**src/rtl/draw_card_if.sv**
```systemverilog
// VGA pixel stream bundle shared by the timing generator, background and
// sprite stages. One sample per pixel clock, no handshake.
interface vga_if;
  logic [10:0] hcount;
  logic [10:0] vcount;
  logic        hblnk;
  logic        vblnk;
  logic        hsync;
  logic        vsync;
  logic [11:0] rgb;

  modport in  (input  hcount, vcount, hblnk, vblnk, hsync, vsync, rgb);
  modport out (output hcount, vcount, hblnk, vblnk, hsync, vsync, rgb);
endinterface

```
**src/rtl/draw_card.sv**
```systemverilog
// draw_card: two-stage sprite overlay. Stage 1 decides whether the pixel
// falls inside the card and issues the ROM address; stage 2 picks the
// final colour using the ROM word that returns one cycle later. Card
// position and identity are latched at pixel (0,0) so a card never tears.
//
// Stream semantics: there is no valid/ready handshake. Every clock carries
// one pixel, the stage never stalls and applies no back-pressure; every
// field leaves exactly two clocks after it entered.
module draw_card #(
  parameter int          CARD_W      = 48,
  parameter int          CARD_H      = 64,
  parameter int          N_CARDS     = 52,
  parameter logic [11:0] TRANSPARENT = 12'hF0F
) (
  input  logic        clk,
  input  logic        rst,
  vga_if.in           vga_in,
  vga_if.out          vga_out,
  input  logic [10:0] xpos,
  input  logic [10:0] ypos,
  input  logic [5:0]  card_id,
  output logic [17:0] rom_addr,
  input  logic [11:0] rom_data
);

  // Frame latch
  logic [10:0] x_l_q, x_l_d;
  logic [10:0] y_l_q, y_l_d;
  logic [5:0]  id_l_q, id_l_d;

  // Stage 1
  logic [10:0] s1_hcount_q, s1_vcount_q;
  logic        s1_hblnk_q, s1_vblnk_q, s1_hsync_q, s1_vsync_q;
  logic [11:0] s1_rgb_q;
  logic        s1_in_card_q, in_card_d;
  logic [17:0] rom_addr_q, rom_addr_d;

  // Stage 2
  logic [10:0] s2_hcount_q, s2_vcount_q;
  logic        s2_hblnk_q, s2_vblnk_q, s2_hsync_q, s2_vsync_q;
  logic [11:0] s2_rgb_q, s2_rgb_d;

  logic        frame_start;
  logic [11:0] x_end, y_end;
  logic [10:0] dx, dy;
  logic [17:0] card_addr;

  // Next-value latch mux and stage-1 hit test / address. Stage 1 reads the
  // mux output so pixel (0,0) already sees the values latched on that edge.
  always_comb begin
    frame_start = (vga_in.hcount == 11'd0) && (vga_in.vcount == 11'd0);
    x_l_d  = frame_start ? xpos    : x_l_q;
    y_l_d  = frame_start ? ypos    : y_l_q;
    id_l_d = frame_start ? card_id : id_l_q;

    // 12-bit right/bottom edges so a card near 2047 does not wrap to x=0
    x_end = {1'b0, x_l_d} + 12'(CARD_W);
    y_end = {1'b0, y_l_d} + 12'(CARD_H);

    in_card_d = ({1'b0, vga_in.hcount} >= {1'b0, x_l_d}) &&
                ({1'b0, vga_in.hcount} <  x_end) &&
                ({1'b0, vga_in.vcount} >= {1'b0, y_l_d}) &&
                ({1'b0, vga_in.vcount} <  y_end) &&
                (32'(id_l_d) < 32'(N_CARDS));

    dx = vga_in.hcount - x_l_d;
    dy = vga_in.vcount - y_l_d;
    card_addr = 18'(id_l_d) * 18'(CARD_W * CARD_H)
              + 18'(dy) * 18'(CARD_W)
              + 18'(dx);

    // Outside the card the address is don't-care; holding it avoids
    // needless ROM address toggling.
    rom_addr_d = in_card_d ? card_addr : rom_addr_q;
  end

  // Stage-2 colour select: blanking forces black, then opaque card pixels,
  // otherwise the upstream colour passes through.
  always_comb begin
    s2_rgb_d = s1_rgb_q;
    if (s1_hblnk_q || s1_vblnk_q) begin
      s2_rgb_d = 12'h000;
    end else if (s1_in_card_q && (rom_data != TRANSPARENT)) begin
      s2_rgb_d = rom_data;
    end
  end

  // Frame latch and both pipeline stages.
  always_ff @(posedge clk) begin
    if (rst) begin
      x_l_q        <= '0;
      y_l_q        <= '0;
      id_l_q       <= 6'h3F;
      s1_hcount_q  <= '0;
      s1_vcount_q  <= '0;
      s1_hblnk_q   <= 1'b0;
      s1_vblnk_q   <= 1'b0;
      s1_hsync_q   <= 1'b0;
      s1_vsync_q   <= 1'b0;
      s1_rgb_q     <= '0;
      s1_in_card_q <= 1'b0;
      rom_addr_q   <= '0;
      s2_hcount_q  <= '0;
      s2_vcount_q  <= '0;
      s2_hblnk_q   <= 1'b0;
      s2_vblnk_q   <= 1'b0;
      s2_hsync_q   <= 1'b0;
      s2_vsync_q   <= 1'b0;
      s2_rgb_q     <= '0;
    end else begin
      x_l_q        <= x_l_d;
      y_l_q        <= y_l_d;
      id_l_q       <= id_l_d;
      s1_hcount_q  <= vga_in.hcount;
      s1_vcount_q  <= vga_in.vcount;
      s1_hblnk_q   <= vga_in.hblnk;
      s1_vblnk_q   <= vga_in.vblnk;
      s1_hsync_q   <= vga_in.hsync;
      s1_vsync_q   <= vga_in.vsync;
      s1_rgb_q     <= vga_in.rgb;
      s1_in_card_q <= in_card_d;
      rom_addr_q   <= rom_addr_d;
      s2_hcount_q  <= s1_hcount_q;
      s2_vcount_q  <= s1_vcount_q;
      s2_hblnk_q   <= s1_hblnk_q;
      s2_vblnk_q   <= s1_vblnk_q;
      s2_hsync_q   <= s1_hsync_q;
      s2_vsync_q   <= s1_vsync_q;
      s2_rgb_q     <= s2_rgb_d;
    end
  end

  assign rom_addr       = rom_addr_q;
  assign vga_out.hcount = s2_hcount_q;
  assign vga_out.vcount = s2_vcount_q;
  assign vga_out.hblnk  = s2_hblnk_q;
  assign vga_out.vblnk  = s2_vblnk_q;
  assign vga_out.hsync  = s2_hsync_q;
  assign vga_out.vsync  = s2_vsync_q;
  assign vga_out.rgb    = s2_rgb_q;

endmodule

```
**src/flat_wrapper.sv**
```systemverilog
// flat-port wrapper written by rule: the top's interface ports become plain ports
module draw_card_flat 
#(
  parameter int          CARD_W      = 48,
  parameter int          CARD_H      = 64,
  parameter int          N_CARDS     = 52,
  parameter logic [11:0] TRANSPARENT = 12'hF0F
)
  (clk, rst, xpos, ypos, card_id, rom_addr, rom_data, vga_in_hcount, vga_in_vcount, vga_in_hblnk, vga_in_vblnk, vga_in_hsync, vga_in_vsync, vga_in_rgb, vga_out_hcount, vga_out_vcount, vga_out_hblnk, vga_out_vblnk, vga_out_hsync, vga_out_vsync, vga_out_rgb);
  vga_if vga_in_i ();
  vga_if vga_out_i ();
  input  logic clk;
  input  logic rst;
  input  logic [10:0] xpos;
  input  logic [10:0] ypos;
  input  logic [5:0] card_id;
  output logic [17:0] rom_addr;
  input  logic [11:0] rom_data;
  input wire logic [$bits(vga_in_i.hcount)-1:0] vga_in_hcount;
  input wire logic [$bits(vga_in_i.vcount)-1:0] vga_in_vcount;
  input wire logic [$bits(vga_in_i.hblnk)-1:0] vga_in_hblnk;
  input wire logic [$bits(vga_in_i.vblnk)-1:0] vga_in_vblnk;
  input wire logic [$bits(vga_in_i.hsync)-1:0] vga_in_hsync;
  input wire logic [$bits(vga_in_i.vsync)-1:0] vga_in_vsync;
  input wire logic [$bits(vga_in_i.rgb)-1:0] vga_in_rgb;
  output wire logic [$bits(vga_out_i.hcount)-1:0] vga_out_hcount;
  output wire logic [$bits(vga_out_i.vcount)-1:0] vga_out_vcount;
  output wire logic [$bits(vga_out_i.hblnk)-1:0] vga_out_hblnk;
  output wire logic [$bits(vga_out_i.vblnk)-1:0] vga_out_vblnk;
  output wire logic [$bits(vga_out_i.hsync)-1:0] vga_out_hsync;
  output wire logic [$bits(vga_out_i.vsync)-1:0] vga_out_vsync;
  output wire logic [$bits(vga_out_i.rgb)-1:0] vga_out_rgb;
  assign vga_in_i.hcount = vga_in_hcount;
  assign vga_in_i.vcount = vga_in_vcount;
  assign vga_in_i.hblnk = vga_in_hblnk;
  assign vga_in_i.vblnk = vga_in_vblnk;
  assign vga_in_i.hsync = vga_in_hsync;
  assign vga_in_i.vsync = vga_in_vsync;
  assign vga_in_i.rgb = vga_in_rgb;
  assign vga_out_hcount = vga_out_i.hcount;
  assign vga_out_vcount = vga_out_i.vcount;
  assign vga_out_hblnk = vga_out_i.hblnk;
  assign vga_out_vblnk = vga_out_i.vblnk;
  assign vga_out_hsync = vga_out_i.hsync;
  assign vga_out_vsync = vga_out_i.vsync;
  assign vga_out_rgb = vga_out_i.rgb;
  draw_card #(.CARD_W(CARD_W), .CARD_H(CARD_H), .N_CARDS(N_CARDS), .TRANSPARENT(TRANSPARENT)) u_core (.clk(clk), .rst(rst), .vga_in(vga_in_i), .vga_out(vga_out_i), .xpos(xpos), .ypos(ypos), .card_id(card_id), .rom_addr(rom_addr), .rom_data(rom_data));
endmodule
```
**config.mk**
```make
export PLATFORM = sky130hd
export DESIGN_NAME = draw_card_flat
export DESIGN_NICKNAME = d
export VERILOG_FILES = /design/src/rtl/draw_card_if.sv /design/src/rtl/draw_card.sv /design/src/flat_wrapper.sv
export SDC_FILE = /design/constraint.sdc
export NUM_CORES = 1
export LEC_CHECK = 0
export ABC_AREA = 1
export BUFFER_PORTS_ARGS = -buffer_cell sky130_fd_sc_hd__buf_2
export CORE_MARGIN = 2
export CORE_UTILIZATION = 34
export CTS_CLUSTER_DIAMETER = 120
export DETAILED_ROUTE_END_ITERATION = 12
export GPL_ROUTABILITY_DRIVEN = 0
export GPL_TIMING_DRIVEN = 0
export PLACE_DENSITY_LB_ADDON = 0.12
export SLEW_MARGIN = 20
export SYNTH_ARGS = -nofsm -noshare
export SYNTH_HDL_FRONTEND = slang
export SYNTH_SLANG_ARGS = --single-unit
```
**constraint.sdc**
```tcl
create_clock -name clk -period 8.55 [get_ports clk]
set_clock_uncertainty 0.15 [all_clocks]
set_input_delay 0 -clock clk [delete_from_list [all_inputs] [get_ports clk]]
set_output_delay 0 -clock clk [all_outputs]
set_load 0.005 [all_outputs]
```
==> results.sh, run 1 <==
export IMPL_yosysUniqueCellTypes=43
export IMPL_cpPeakStageDelay_ns=0.53
export IMPL_core_rowCount=52
export IMPL_cp_slowest_cell="dlygate4sd3_1"
export IMPL_cpMostUsedCell="a21oi_1"
export IMPL_num_nets_final=1337
export IMPL_synth_top_area_frac=0.3476
export IMPL_period_share=0.7569
export IMPL_synth_flop_cell="dfxtp_1"
export IMPL_dp_cells=1345
export IMPL_routed_wl_um=18430
export IMPL_p_sw_frac=0.3219
export IMPL_leakage_uw=0.004776
export IMPL_slew_violations=0
export IMPL_power_share_combinational=0.263
export IMPL_start_util=0.3479
export IMPL_syn_avg_cell_area_um2=7.528
export IMPL_port_buffers=134
export IMPL_period_needed_ns=6.471
export IMPL_crit_arrival_ns=6.63
export IMPL_cts_hold_fix_buffers=80
export IMPL_drv_cap=0
export IMPL_grt_pass1_wl_um=30970
export IMPL_cp_max_fo=10
export IMPL_synth_seq_cells=123
export IMPL_die_x_um=148.3
export IMPL_die_h_um=148.3
export IMPL_setup_tns_final_ns=0
export IMPL_synthArstFlopShare=0
export IMPL_wl_per_cell_um=12.65
export IMPL_worstSetupStartpointType="input port"
export IMPL_die_area_mm2=0.02201
export IMPL_netlist_instances=941
export IMPL_clk_transition_reported_paths_ns=0.06
export IMPL_end_kind="flop"
export IMPL_netlist_top_cells_count="inv_1 (157), nor2_1 (141), nand2_1 (139)"
export IMPL_dr_pass1_iters=5
export IMPL_antenna_found_initial=0
export IMPL_stdcell_count=1457
export IMPL_synth_most_common_cell="inv_1"
export IMPL_yosysTopAreaCell="dfxtp_1"
export IMPL_synth_nets=1104
export IMPL_clock_sinks=123
export IMPL_yosysSeqAreaShare=0.3476
export IMPL_via_per_inst=4.349
export IMPL_drt_iter0_drc=244
export IMPL_grt_overflow_total=0
export IMPL_post_cts_buffers=0
export IMPL_coreArea_mm2=0.02036
export IMPL_p_clk_frac=0.404
export IMPL_multi_input_area_mm2=0.003866
export IMPL_vias=6337
export IMPL_min_path_type="in2reg"
export IMPL_cts_tree="done"
export IMPL_powerDensity_mw_per_mm2=188.1
export IMPL_numCtsBuffers=17
export IMPL_cp_data_required_time_ns=8.71
export IMPL_grt_max_degree=17
export IMPL_syn_cell_area_mm2=0.007084
export IMPL_postRouteAntennaNets=0
export IMPL_fillCellCount=2091
export IMPL_drc=0
export IMPL_setup_viol=0
export IMPL_synth_edf_count=0
export IMPL_fin_util=0.4649
export IMPL_final_hold_viol_count=0
export IMPL_vdd_drop_max_v=0.0001354
export IMPL_rsz0062_at_grt="no"
export IMPL_dp_hpwl_um=14020
export IMPL_clock_path_buffers=2
export IMPL_syn_to_final_growth_pct=33.65
export IMPL_relSlewSlack=0.4505
export IMPL_insertedDiodeCount=0
export IMPL_switchingPower_uw=573.3
export IMPL_intPower_uw=1208
export IMPL_grt_pass1_vias=6363
export IMPL_area_sequential_mm2=0.002462
export IMPL_drive_gt1_frac=0.1735
export IMPL_fmax_mhz=154.5
export IMPL_yosys_warnings=0
export IMPL_worstSkewPairLatency_ns=0.42
export IMPL_rrSetupSlack_ns=3.27
export IMPL_synth_area_leaders="dfxtp_1 (35%), ha_1 (14%), inv_1 (8.3%)"
export IMPL_grt_use_total=0.1768
export IMPL_status="completed"
export IMPL_cts_root_buf="clkbuf_16"
export IMPL_cts_htree_levels=4
export IMPL_max_slew_worst_pin_slew_ns=0.8243
export IMPL_num_io_pins=136
export IMPL_cts_repair_resized=0
export IMPL_crit_type="in2reg"
export IMPL_p_seq_frac=0.333
power groups by stage:
stage / clock network [uW] / logic, uW / registers [uW]
2_1_floorplan: 0 / 326 / 607
3_3_place_gp: 0 / 439 / 606
3_5_place_dp: 0 / 438 / 606
4_1_cts: 735 / 473 / 593
5_1_grt: 760 / 541 / 594
6_report: 719 / 469 / 593
cell usage in the layout, fill, tap and decap left out, drive strengths merged:
cell type    instances
ha                  78
nand4               11
nor3                 6
dlygate4sd3         80
o21a                 1
a221o                1
nand3               52
nand3b               1
nand2              141
o31ai                2
a31oi                5
a21oi               72
buf                148
mux2i                4
o21bai               3
xor2                30
bufinv               1
a21o                 3
xnor2               17
fa                   5
nor4                 2
or2                  5
inv                168
o2111ai              1
and2                 3
dfxtp              123
nor2               145
clkbuf              30
clkinv               4
a211oi               4
o21ai               39
a21boi               2
per-layer routing:
metal	GRT usage	part of all wire
met1	0.2378	0.49
met4	0.05143	0.010
met5	0	0
met3	0.03221	0.045
met2	0.2903	0.45
final cells by class:
cell class,count,area share
inverters,158,0.06264
repair buffers,214,0.1554
flip-flops and latches,123,0.2601
plain buffers,27,0.01718
well taps,270,0.03568
clock buffers,17,0.04493
multi-input cells,633,0.4084
clock inverters,15,0.01573
cells by family after synthesis:
kind of cell,synth area share
xor gates and xnor gates,0.05811
AOI/OAI and AO/OA,0.1130
DFF,0.3476
muxes,0.005652
buffers and inverters,0.1067
and+or+nand+nor,0.2171
adders and majority gates,0.1519
path summary, 6_finish.rpt:
check,startpoint,endpoint,depth (start not counted)
worst max-delay path,vga_in_hcount[3],u_core.rom_addr[16],36
worst min-delay path,rst,u_core.vga_out.rgb[0],4
worst max register to register,u_core.y_l_q[0],u_core.rom_addr[16],29
worst min register to register,u_core.s1_vcount_q[2],u_core.vga_out.vcount[2],2
per-stage QoR:
step           hold slack (ns)  total power [uW]  instance area, um^2  setup WS, ns
3_5_place_dp           0.05815              1044                 8093         2.155
2_1_floorplan         -0.04303             932.7                 7084         3.519
4_1_cts                0.09967              1801                 9468         2.015
3_3_place_gp           0.04896              1045                 8093         2.163
5_1_grt                 0.1812              1895                 9468         1.511
6_report                0.1134              1781                 9468         2.079
state kept, by name, summed over array words and instances (netlist names):
| signal | count |
|---|---|
| u_core.x_l_q | 11 |
| u_core.vga_out.vblnk | 1 |
| u_core.vga_out.hsync | 1 |
| u_core.s1_rgb_q | 12 |
| u_core.vga_out.vsync | 1 |
| u_core.vga_out.vcount | 11 |
| u_core.y_l_q | 11 |
| u_core.s1_vcount_q | 11 |
| u_core.s1_in_card_q | 1 |
| u_core.s1_hblnk_q | 1 |
| u_core.vga_out.rgb | 12 |
| u_core.rom_addr | 18 |
| u_core.s1_hcount_q | 11 |
| u_core.vga_out.hcount | 11 |
| u_core.vga_out.hblnk | 1 |
| u_core.s1_hsync_q | 1 |
| u_core.id_l_q | 6 |
| u_core.s1_vblnk_q | 1 |
| u_core.s1_vsync_q | 1 |
critical path: cells and delay by family:
kind	cells	cell delay [ns]
and+or+nand+nor	12	1.42
xor gates and xnor gates	3	0.67
adders and majority gates	4	1.38
buffers and inverters	8	1.68
AOI/OAI and AO/OA	9	1.49
Note: power is estimated with default switching activity, not from simulation.
==> run 2, diff against run 1 <==
Settings changed: ABC_AREA 1 to 0.
Clock period 8.55 ns to 5.7 ns, I/O delays scaled along.
==> results.sh, run 2 <==
export IMPL_syn_avg_cell_area_um2=9.290
export IMPL_p_sw_frac=0.2972
export IMPL_drv_cap=0
export IMPL_powerDensity_mw_per_mm2=290.3
export IMPL_num_io_pins=136
export IMPL_relSlewSlack=0.5534
export IMPL_synthAdderAreaFrac=0.1607
export IMPL_crit_arrival_ns=5.57
export IMPL_antenna_found_initial=0
export IMPL_vias=5986
export IMPL_p_clk_frac=0.407
export IMPL_preCtsSetupSlack_ns=-1.278
export IMPL_cp_data_required_time_ns=5.90
export IMPL_grt_overflow_total=0
export IMPL_vdd_drop_max_v=0.0002011
export IMPL_final_hold_viol_count=0
export IMPL_intPower_uw=1977
export IMPL_cpMostUsedCell="inv_1"
export IMPL_yosysUniqueCellTypes=65
export IMPL_largest_reg_flops=18
export IMPL_dr_wl_met2_um=9279
export IMPL_clock_path_buffers=2
export IMPL_cts_htree_levels=4
export IMPL_period_share=0.9419
export IMPL_grt_max_degree=17
export IMPL_postRouteAntennaNets=0
export IMPL_p_seq_frac=0.316
export IMPL_end_kind="flop"
export IMPL_netlist_instances=735
export IMPL_power_share_combinational=0.277
export IMPL_grt_pass1_wl_um=31270
export IMPL_routed_wl_um=19580
export IMPL_r2r_end="u_core.rom_addr[16]"
export IMPL_switchingPower_uw=836.3
export IMPL_syn_cell_area_mm2=0.006828
export IMPL_wl_per_cell_um=15.38
export IMPL_synth_top_family_by_area="simple AND/OR/NAND/NOR gates"
export IMPL_drc=0
export IMPL_worstSkewPairLatency_ns=0.42
export IMPL_yosysSeqAreaShare=0.3606
export IMPL_synth_edf_count=0
export IMPL_mostFrequentLayoutCells="buf_2 (135), dfxtp_1 (123), dlygate4sd3_1 (88)"
export IMPL_dr_pass1_iters=5
export IMPL_cpPeakStageDelay_ns=0.50
export IMPL_drt_iter0_drc=277
export IMPL_r2r_start="u_core.y_l_q[1]"
export IMPL_min_path_type="in2reg"
export IMPL_dp_hpwl_um=14220
export IMPL_synth_xor_area_share=0.06414
export IMPL_grt_pass1_vias=5952
export IMPL_crit_type="in2reg"
export IMPL_die_area_mm2=0.02123
export IMPL_cts_tree="done"
export IMPL_wl_met3_um=981
export IMPL_coreArea_mm2=0.01959
export IMPL_synth_flop_cell="dfxtp_1"
export IMPL_clock_sinks=123
export IMPL_cts_root_buf="clkbuf_16"
export IMPL_start_util=0.3485
export IMPL_die_h_um=145.7
export IMPL_period_needed_ns=5.369
export IMPL_worstSetupStartpointType="input port"
export IMPL_fillCellCount=1902
export IMPL_synth_mux_area_frac=0.05626
export IMPL_setup_ws_ns=0.3314
export IMPL_drive_gt1_frac=0.2341
export IMPL_netlist_top_cells_count="dfxtp_1 (123), ha_1 (78), nor2_1 (64), nor2b_1 (64), a21oi_1 (55)"
export IMPL_synth_seq_cells=123
export IMPL_via_per_inst=4.702
export IMPL_whs_ns=0.1130
export IMPL_fmax_mhz=186.3
export IMPL_core_rowCount=51
export IMPL_synthSimpleGateAreaFrac=0.1737
export IMPL_wl_met1_um=9094
export IMPL_numCtsBuffers=17
export IMPL_holdPathStages=5
export IMPL_yosysTopAreaCell="dfxtp_1"
export IMPL_die_x_um=145.7
export IMPL_port_buffers=134
export IMPL_num_nets_final=1158
export IMPL_top_layer="met4"
export IMPL_synth_area_leaders="dfxtp_1 (36%), ha_1 (14%), nor2b_1 (5.9%)"
export IMPL_final_common_cell="buf_2"
export IMPL_synthArstFlopShare=0
export IMPL_hp_start="vga_in_hcount[2]"
export IMPL_insertedDiodeCount=0
export IMPL_setup_viol=0
export IMPL_leakage_uw=0.004251
export IMPL_slew_violations=0
export IMPL_status="completed"
export IMPL_synth_top_area_frac=0.3606
export IMPL_min_to="u_core.rom_addr[2]"
export IMPL_cp_top_family="compound AO/OA/AOI/OAI gates"
export IMPL_rrSetupSlack_ns=0.54
export IMPL_grt_use_total=0.1868
export IMPL_synth_nets=898
export IMPL_yosys_warnings=0
export IMPL_syn_to_final_growth_pct=41.95
export IMPL_cp_max_fo=5
export IMPL_synth_compound_area_share=0.1457
export IMPL_cp_slowest_cell="fa_1"
export IMPL_max_slew_worst_pin_slew_ns=0.6700
export IMPL_rr_worst_depth=25
export IMPL_path_buf_inv=5
export IMPL_synth_most_common_cell="dfxtp_1"
export IMPL_clk_transition_reported_paths_ns=0.06
[run 2: through the flow]
step / area (um^2) / power (uW) / util / setup TNS, ns / instances
after global placement: 7834 / 1571 / 0.3999 / -8.790 / 1134
after CTS: 9470 / 2787 / 0.4834 / -0.01899 / 1265
final: 9692 / 2814 / 0.4947 / 0 / 1273
after floorplan: 6832 / 1405 / - / 0 / 735
after detailed placement: 7834 / 1568 / 0.3999 / -8.116 / 1134
after global routing: 9692 / 2986 / 0.4947 / -0.03288 / 1273
[run 2: worst max-delay path by stage]
stage                           startpoint                  end  slack (ns)  depth (start not counted)
after global routing      vga_in_hcount[1]  u_core.rom_addr[17]       -0.03                         32
after floorplan           vga_in_vcount[2]  u_core.rom_addr[17]        0.03                         33
after CTS                 vga_in_vcount[9]  u_core.rom_addr[15]       -0.01                         33
after global placement    vga_in_vcount[8]  u_core.rom_addr[17]       -1.34                         26
final                     vga_in_vcount[3]  u_core.rom_addr[16]        0.33                         27
after detailed placement  vga_in_vcount[8]  u_core.rom_addr[17]       -1.28                         26
[run 2: area by class of cell]
type | instances | area, um^2 | area share
Buffer | 23 | 135.1 | 0.01394
Clock buffer | 18 | 439.2 | 0.04531
Clock inverter | 14 | 183.9 | 0.01898
Inverter | 39 | 146.4 | 0.01510
Multi-Input combinational cell | 549 | 4289 | 0.4426
Sequential cell | 123 | 2462 | 0.2541
Tap cell | 265 | 331.6 | 0.03421
Timing Repair Buffer | 242 | 1704 | 0.1758
[run 2: kinds of logic (layout without fill, tap and decap cells)]
group	Yosys count	after routing
simple gates	225	225
fa+ha+maj	85	85
mux	38	38
flops	123	123
buf+inv	63	336
compound gates	151	151
xor+xnor	50	50
[run 2: per-layer routing]
layer / up-vias / track usage
met1: 2723 / 0.2404
li1: 3092 / -
met5: - / 0
met4: 0 / 0.05833
met2: 154 / 0.3177
met3: 17 / 0.03386
[run 2: timing repair]
item,4_1_cts,5_1_grt
hold endpoints to repair,86,0
gates resized for setup,20,33
endpoints found under the setup margin,6,4
setup buffers,11,9
pin swaps,11,28
hold buffers,88,0
[run 2: worst min-delay path, delay by kind of cell]
family | cells | cell delay, ns
xor gates and xnor gates | 1 | 0.09
adders and majority gates | 1 | 0.24
AOI/OAI and AO/OA | 1 | 0.06
and+or+nand+nor | 1 | 0.08
buffers and inverters | 1 | 0.16
[run 2: power groups by stage]
stage	Clock [uW]	Combinational, uW	Sequential, uW
floorplan	0	496	909
global placement	0	663	908
detailed placement	0	660	908
CTS	1170	724	889
global route	1220	878	891
finish	1150	778	889
==> run 3, diff against run 2 <==
Settings changed: ABC_AREA 0 to 1, CELL_PAD_IN_SITES_DETAIL_PLACEMENT set to 0, CELL_PAD_IN_SITES_GLOBAL_PLACEMENT set to 1, CORE_MARGIN 2 to unset.
==> results.sh, run 3 (synthesis results as in run 1) <==
export IMPL_cts_root_buf="clkbuf_16"
export IMPL_clock_path_buffers=2
export IMPL_power_share_combinational=0.265
export IMPL_dp_cells=1345
export IMPL_drc=0
export IMPL_grt_pass1_vias=6303
export IMPL_grt_pass1_wl_um=30320
export IMPL_cp_slowest_cell="fa_1"
export IMPL_cts_htree_levels=4
export IMPL_setup_ws_ns=0.4764
export IMPL_worstSkewPairLatency_ns=0.42
export IMPL_coreArea_mm2=0.02030
export IMPL_worstSetupStartpointType="input port"
export IMPL_final_hold_viol_count=0
export IMPL_intPower_uw=1825
export IMPL_vdd_drop_max_v=0.0002004
export IMPL_drt_iter0_drc=209
export IMPL_mostFrequentLayoutCells="inv_1 (156), nor2_1 (141), nand2_1 (139)"
export IMPL_grt_overflow_total=0
export IMPL_period_needed_ns=5.224
export IMPL_die_x_um=146.3
export IMPL_dr_pass1_iters=4
export IMPL_place_area_mm2=0.008093
export IMPL_crit_arrival_ns=5.38
export IMPL_dp_hpwl_um=14320
export IMPL_drv_cap=0
export IMPL_clock_sinks=123
export IMPL_end_kind="flop"
export IMPL_routed_wl_um=18310
export IMPL_stdcell_count=1457
export IMPL_die_h_um=146.3
export IMPL_fmax_mhz=191.4
export IMPL_start_util=0.3490
export IMPL_min_path_type="in2reg"
export IMPL_cpPeakStageDelay_ns=0.51
export IMPL_p_seq_frac=0.331
export IMPL_core_rowCount=52
export IMPL_num_io_pins=136
export IMPL_cp_max_fo=10
export IMPL_powerDensity_mw_per_mm2=282.2
export IMPL_crit_type="in2reg"
export IMPL_cts_tree="done"
export IMPL_design_area_mm2=0.009528
export IMPL_insertedDiodeCount=0
export IMPL_preCtsSetupSlack_ns=-0.6860
export IMPL_cpMostUsedCell="inv_1"
export IMPL_via_per_inst=4.375
export IMPL_setup_tns_final_ns=0
export IMPL_slew_violations=0
export IMPL_status="completed"
export IMPL_largest_reg_flops=18
export IMPL_period_share=0.9164
export IMPL_p_sw_frac=0.3213
export IMPL_syn_to_final_growth_pct=34.49
export IMPL_relSlewSlack=0.5673
export IMPL_final_common_cell="inv_1"
export IMPL_drive_gt1_frac=0.1769
export IMPL_numCtsBuffers=17
export IMPL_grt_max_degree=20
export IMPL_switchingPower_uw=863.9
export IMPL_clk_transition_reported_paths_ns=0.06
export IMPL_setup_viol=0
export IMPL_leakage_uw=0.004783
export IMPL_antenna_found_initial=0
export IMPL_cp_data_required_time_ns=5.86
export IMPL_vias=6375
export IMPL_wl_per_cell_um=12.57
export IMPL_p_clk_frac=0.405
export IMPL_max_slew_worst_pin_slew_ns=0.6490
export IMPL_port_buffers=134
export IMPL_num_nets_final=1337
export IMPL_die_area_mm2=0.02142
export IMPL_grt_use_total=0.1782
export IMPL_postRouteAntennaNets=0
-- run 3: cell types whose count changed in the layout (fill, tap and decap cells not counted), sizes merged, moves of 17 or more --
cell / delta
a21oi: +17
nor2: +81
inv: +124
nand3: +29
nand2: +108
mux2i: -31
nor2b: -64
-- run 3: layout make-up --
class	count	area, um^2
Sequential cell	123	2462
Inverter	158	596.8
Clock buffer	17	425.4
Multi-Input combinational cell	633	3887
Buffer	26	162.7
Tap cell	270	337.8
Timing Repair Buffer	215	1481
Fill cell	2152	10770
Clock inverter	15	173.9
-- run 3: metrics by stage --
step	utilization	power, uW	hold WS, ns
4_1_cts	0.4681	2719	0.01064
3_3_place_gp	0.3987	1574	0.05080
2_1_floorplan	-	1399	-0.04303
6_report	0.4694	2688	0.007524
3_5_place_dp	0.3987	1576	0.05817
5_1_grt	0.4694	2865	0.05639
-- run 3: what timing repair did --
action	CTS	global route
setup endpoints to repair	2	4
setup buffers	0	0
hold endpoints to repair	78	0
hold buffers	81	0
pin swaps	0	1
gates resized for setup	2	10
-- run 3: worst max-delay path: cells and delay by family --
family / cells / cell delay, ns
adders and majority gates: 5 / 1.52
and+or+nand+nor: 13 / 1.50
AOI/OAI and AO/OA: 8 / 1.04
xor gates and xnor gates: 3 / 0.67
buffers and inverters: 8 / 0.65
-- run 3: final timing paths --
check	to	from	slack, ns	cells after the start
worst min-delay path	u_core.rom_addr[1]	vga_in_hcount[1]	0.008	6
worst max-delay path	u_core.rom_addr[16]	vga_in_hcount[3]	0.48	37
worst min register to register	u_core.vga_out.hcount[6]	u_core.s1_hcount_q[6]	0.25	2
worst max register to register	u_core.rom_addr[16]	u_core.y_l_q[0]	0.69	29
-- run 3: routing by layer --
layer | track usage | part of all wire | up-vias
met3 | 0.03125 | 0.032 | 14
met5 | 0 | 0 | -
met2 | 0.3064 | 0.47 | 120
met1 | 0.2286 | 0.49 | 2793
li1 | - | - | 3448
met4 | 0.04792 | 0.011 | 0
-- run 3: power by group through the flow --
stage | Sequential, uW | Clock (uW) | Combinational, uW
after CTS | 889 | 1120 | 714
final | 889 | 1090 | 712
after global placement | 908 | 0 | 666
after global routing | 891 | 1160 | 816
after floorplan | 910 | 0 | 489
after detailed placement | 909 | 0 | 668
